--- src/rtl/pc_sequencer_pkg.sv ---
// rtl/pc_sequencer_pkg.sv - shared states, row codes and jump-table defaults
package pc_sequencer_pkg;

    typedef enum logic [1:0] {
        IDLE   = 2'd0,
        RUN    = 2'd1,
        HALTED = 2'd2
    } pc_state_t;

    localparam int unsigned PC_W_DEF  = 8;
    localparam int unsigned ROW_W_DEF = 3;

    localparam logic [2:0] ROW_ZERO   = 3'd0;
    localparam logic [2:0] ROW_ONE    = 3'd1;
    localparam logic [2:0] ROW_THIRTY = 3'd2;
    localparam logic [2:0] ROW_SIXTY  = 3'd3;

    localparam logic [7:0] DEF_ZERO   = 8'd0;
    localparam logic [7:0] DEF_ONE    = 8'd1;
    localparam logic [7:0] DEF_THIRTY = 8'd30;
    localparam logic [7:0] DEF_SIXTY  = 8'd60;

    // Rows beyond the four named codes come out of reset as zero.
    function automatic logic [7:0] default_entry(input int unsigned row);
        logic [7:0] val;
        val = 8'd0;
        if (row == 32'(ROW_ZERO))   val = DEF_ZERO;
        if (row == 32'(ROW_ONE))    val = DEF_ONE;
        if (row == 32'(ROW_THIRTY)) val = DEF_THIRTY;
        if (row == 32'(ROW_SIXTY))  val = DEF_SIXTY;
        return val;
    endfunction

endpackage

--- src/rtl/pc_sequencer_jump_lut.sv ---
// rtl/pc_sequencer_jump_lut.sv - writable jump-target table, async read, sync write
module jump_lut
    import pc_sequencer_pkg::*;
#(
    parameter int unsigned PC_W  = PC_W_DEF,
    parameter int unsigned ROW_W = ROW_W_DEF
) (
    input  logic             Clk,
    input  logic             Reset_n,
    input  logic             cfg_we,
    input  logic [ROW_W-1:0] cfg_row,
    input  logic [PC_W-1:0]  cfg_data,
    input  logic [ROW_W-1:0] rd_row,
    output logic [PC_W-1:0]  rd_data
);

    localparam int unsigned ROWS = 2 ** ROW_W;

    logic [PC_W-1:0] table_q [ROWS];
    logic [PC_W-1:0] table_d [ROWS];

    // Read comes from the registered table, so a same-cycle write is not visible yet.
    assign rd_data = table_q[rd_row];

    always_comb begin
        table_d = table_q;
        if (cfg_we) begin
            table_d[cfg_row] = cfg_data;
        end
    end

    always_ff @(posedge Clk or negedge Reset_n) begin
        if (!Reset_n) begin
            for (int i = 0; i < ROWS; i++) begin
                table_q[i] <= PC_W'(default_entry(i));
            end
        end else begin
            table_q <= table_d;
        end
    end

endmodule

--- src/rtl/pc_sequencer.sv ---
// rtl/pc_sequencer.sv - PC register, run/halt FSM and next-PC mux
module pc_sequencer
    import pc_sequencer_pkg::*;
#(
    parameter int unsigned PC_W  = PC_W_DEF,
    parameter int unsigned ROW_W = ROW_W_DEF
) (
    input  logic             Clk,
    input  logic             Reset_n,
    input  logic             Start,
    input  logic             Halt,
    input  logic             Stall,
    input  logic             BranchAbs,
    input  logic             BranchRel,
    input  logic             Taken,
    input  logic [ROW_W-1:0] Row,
    input  logic             CfgWe,
    input  logic [ROW_W-1:0] CfgRow,
    input  logic [PC_W-1:0]  CfgData,
    output logic [PC_W-1:0]  PC,
    output logic             Running,
    output logic             Done
);

    pc_state_t       state_q, state_d;
    logic [PC_W-1:0] pc_q, pc_d;
    logic            running_q, running_d;
    logic            done_q, done_d;
    logic [PC_W-1:0] lut_data;

    jump_lut #(
        .PC_W  (PC_W),
        .ROW_W (ROW_W)
    ) u_jump_lut (
        .Clk      (Clk),
        .Reset_n  (Reset_n),
        .cfg_we   (CfgWe),
        .cfg_row  (CfgRow),
        .cfg_data (CfgData),
        .rd_row   (Row),
        .rd_data  (lut_data)
    );

    always_comb begin
        state_d = state_q;
        pc_d    = pc_q;
        case (state_q)
            IDLE: begin
                pc_d = '0;
                if (Start) begin
                    state_d = RUN;
                end
            end
            RUN: begin
                if (Halt) begin
                    state_d = HALTED;
                end else if (!Stall) begin
                    // Relative add is two's complement; truncation gives the wrap.
                    if (BranchAbs && Taken) begin
                        pc_d = lut_data;
                    end else if (BranchRel && Taken) begin
                        pc_d = pc_q + lut_data;
                    end else begin
                        pc_d = pc_q + PC_W'(1);
                    end
                end
            end
            HALTED: begin
                if (Start) begin
                    state_d = RUN;
                    pc_d    = '0;
                end
            end
            default: begin
                state_d = IDLE;
                pc_d    = '0;
            end
        endcase
        running_d = (state_d == RUN);
        done_d    = (state_d == HALTED);
    end

    always_ff @(posedge Clk or negedge Reset_n) begin
        if (!Reset_n) begin
            state_q   <= IDLE;
            pc_q      <= '0;
            running_q <= 1'b0;
            done_q    <= 1'b0;
        end else begin
            state_q   <= state_d;
            pc_q      <= pc_d;
            running_q <= running_d;
            done_q    <= done_d;
        end
    end

    assign PC      = pc_q;
    assign Running = running_q;
    assign Done    = done_q;

endmodule

--- config.mk ---
export PLATFORM = sky130hd
export DESIGN_NAME = pc_sequencer
export DESIGN_NICKNAME = d
export VERILOG_FILES = /design/src/rtl/pc_sequencer_pkg.sv /design/src/rtl/pc_sequencer_jump_lut.sv /design/src/rtl/pc_sequencer.sv
export SDC_FILE = /design/constraint.sdc
export NUM_CORES = 1
export LEC_CHECK = 0
export ABC_AREA = 1
export BUFFER_PORTS_ARGS = -buffer_cell sky130_fd_sc_hd__clkbuf_2
export CORE_MARGIN = 10
export CORE_UTILIZATION = 59
export DETAILED_ROUTE_END_ITERATION = 10
export GPL_ROUTABILITY_DRIVEN = 0
export HOLD_SLACK_MARGIN = 0.03
export PLACE_DENSITY = 0.8
export SLEW_MARGIN = 40
export SYNTH_ARGS = -nofsm -noshare
export SYNTH_HDL_FRONTEND = slang
export SYNTH_SLANG_ARGS = --single-unit
--- constraint.sdc ---
create_clock -name Clk -period 2.65 [get_ports Clk]
set_clock_uncertainty 0.05 [all_clocks]
set_input_delay 0 -clock Clk [delete_from_list [all_inputs] [get_ports Clk]]
set_output_delay 0 -clock Clk [all_outputs]
set_load 0.03 [all_outputs]
==> reports/metrics.cfg <==
[clocking]
cts_tree=done
clk_path_buf_depth=2
cts_buffers=9
insertion_delay_ps=350
clkSinkCount=76
clk_transition_reported_paths_ps=80
h-tree-depth=3
cts_root_buf=clkbuf_8

[setup_path]
worstSetupPathType=reg2reg
r2r_start=u_jump_lut.table_q[48]
endpoint_kind=register
r2r_end=PC[6]
path_cells=o21ai_0 -> o22ai_1 -> nand2_1 -> nand3_1 -> ha_1 -> inv_1 -> fa_1 -> inv_1 -> nand4_1 -> a31o_2 -> nand3_1 -> nand3_1 -> nand2_1
r2r_setup_slack_ps=270
critPathMaxStageDelay_ps=530
startpoint=u_jump_lut.table_q[48]
cp_data_arrival_time_ps=2620
cpMaxStageDelayCell=dfstp_2
setup.worst_path.end=PC[6]
crit_path_frequent_cell=nand3_1
r2r_cells=13
cp-start-kind=register
critPathMaxFanout=2
cp.required_ps=2890

[synth]
synth.yosys.seq_area_share_pct=50.4
synthCells=463
synth-edff-count=0
ys_top_cells_by_area=dfrtp_1 (44%), nand2_1 (12%), o21ai_0 (11%), dfstp_2 (6.2%), nor2_1 (4.0%)
synth.avg_cell_area_um2=8.20
synth_top_area_cell=dfrtp_1
synthFlopType=dfrtp_1
ys_ff_latch=76
yosysUniqueCellTypes=35
synth-async-reset-ratio_pct=100
synth_top_area_share_pct=44.1
yosys_warnings=0
netlist_area_mm2=0.00380
syn_nets=494

[layout]
seq_area_mm2=0.00191
antenna_cells=0
area_growth_pct=12.4
drive_gt1_share_pct=14.8
final_nets=534
fillers=537
multi_input_area_mm2=0.00163

[detailed_routing]
viasPerCell=5.70
first_iter_violations=245
drc=0
wl_per_cell_um=15.3
wl_met2_um=4030
first_pass_iters=5
drt-total-wl_um=8970
highest_layer=met4
met1_length_um=4220
drtAntennaViolNets=0
vias=3335
wl_met3_um=546

[global_routing]
globalRouteOverflowTotal=0
track_usage_pct=18.6
grt_pass1_wl_um=15100
antenna_found_initial=0
grt_pass1_vias=3065
grt_max_degree=77

[placed_design]
pre_cts_slack_ps=208
portBuffers=32
post-dp-hpwl_um=6020

[floorplan]
die_h_um=100
start_util_pct=60.2
rows=29
io_pins=33
dieArea_mm2=0.0100
dieWidth_um=100
fp.coreArea_mm2=0.00631

[worst_hold_path]
holdPathStages=5
hp-class=in2reg
hp-start=BranchAbs

[timing]
fin_crit_ps=2380
worst_slack_ps=271
grt_setup_unrepaired=no
setup_tns_ps=0
setup_viol=0
maxSlewHeadroom_pct=53.5
clock.fmax_mhz=420
tightestPinTransition_ps=697
finalCritPeriodShare_pct=89.8
finalMaxSlewViolations=0
hold_viol=0

[power]
leakage_nw=2.12
ir_worst_vdd_uv=443
powerDensity_mw_per_mm2=723

[status]
status=finished clean

[run]
cap_viol_max_count=0

layout by cell type (no fill, tap or decap), drive strengths merged, types with 2 or more instances in the layout:
cell type	n
buf	3
nand3	18
nand4	3
nor2	43
o21ai	95
dfrtp	67
a21oi	15
o22ai	12
clkbuf	44
dlygate4sd3	13
o211ai	5
ha	7
xnor2	2
o221ai	2
clkinv	4
dfstp	9
inv	39
nand2	119
cells in the mapped netlist (3+ instances only):
cell	n
a21oi_1	14
buf_2	7
buf_6	3
clkbuf_1	7
dfrtp_1	67
dfstp_2	9
ha_1	7
inv_1	35
inv_2	3
nand2_1	119
nand3_1	16
nand4_1	3
nor2_1	40
nor2_2	3
o211ai_1	4
o21ai_0	86
o21ai_1	6
o21ai_2	3
o22ai_1	12
worst min path at each step:
stage | endpoint
after floorplan | Done
after global placement | PC[7]
after detailed placement | PC[7]
after CTS | PC[0]
after global routing | PC[0]
final | PC[7]
area by class of cell:
type / instances / share of cell area [%]
Multi-Input combinational cell: 329 / 38.2
Inverter: 40 / 3.58
Clock inverter: 3 / 0.352
Timing Repair Buffer: 47 / 7.30
Tap cell: 77 / 2.26
Clock buffer: 13 / 3.49
Sequential cell: 76 / 44.8
worst max-delay path: cells and delay by family (launching register included):
family / cells / cell delay, ps
AOI/OAI and AO/OA: 3 / 450
adders and majority gates: 2 / 580
buffers and inverters: 2 / 150
DFF: 1 / 530
and+or+nand+nor: 6 / 560
metrics by stage:
stage	power (mW)	cells	cell area, um^2	utilization, %	hold slack (ps)
5_1_grt	3.29	585	4270	67.6	141
3_5_place_dp	2.33	556	3970	62.9	18.9
2_1_floorplan	2.09	463	3800	-	-346
4_1_cts	3.10	585	4270	67.6	92.2
3_3_place_gp	2.30	556	3970	62.9	148
6_report	3.09	585	4270	67.6	108
metal layers:
layer  track usage [%]  up-vias
met3              4.67       14
met5                 0        -
li1                  -     1617
met1              25.4     1592
met2              27.2      112
met4              8.04        0
state kept, by name, indices dropped and copies added, names as in the netlist:
name / flops
Running: 1
u_jump_lut.table_q: 64
state_q: 2
PC: 8
Done: 1
cells by family after synthesis:
kind of cell,share of synthesized area (%)
and+or+nand+nor,19.8
buffers and inverters,6.72
AOI/OAI and AO/OA,19.4
DFF,50.4
xor gates and xnor gates,0.692
muxes,0.264
adders and majority gates,2.83
timing repair:
item	4_1_cts	5_1_grt
hold endpoints to repair	136	0
setup endpoints to repair	0	0
hold buffers	13	0
resized for setup	0	0
setup buffers	0	0
power by group:
group,internal (mW),switching [mW]
Combinational,0.282,0.495
Sequential,1.41,0.144
Clock,0.362,0.394
Total,2.05,1.03
No activity file was read; power rests on OpenSTA's default activity.
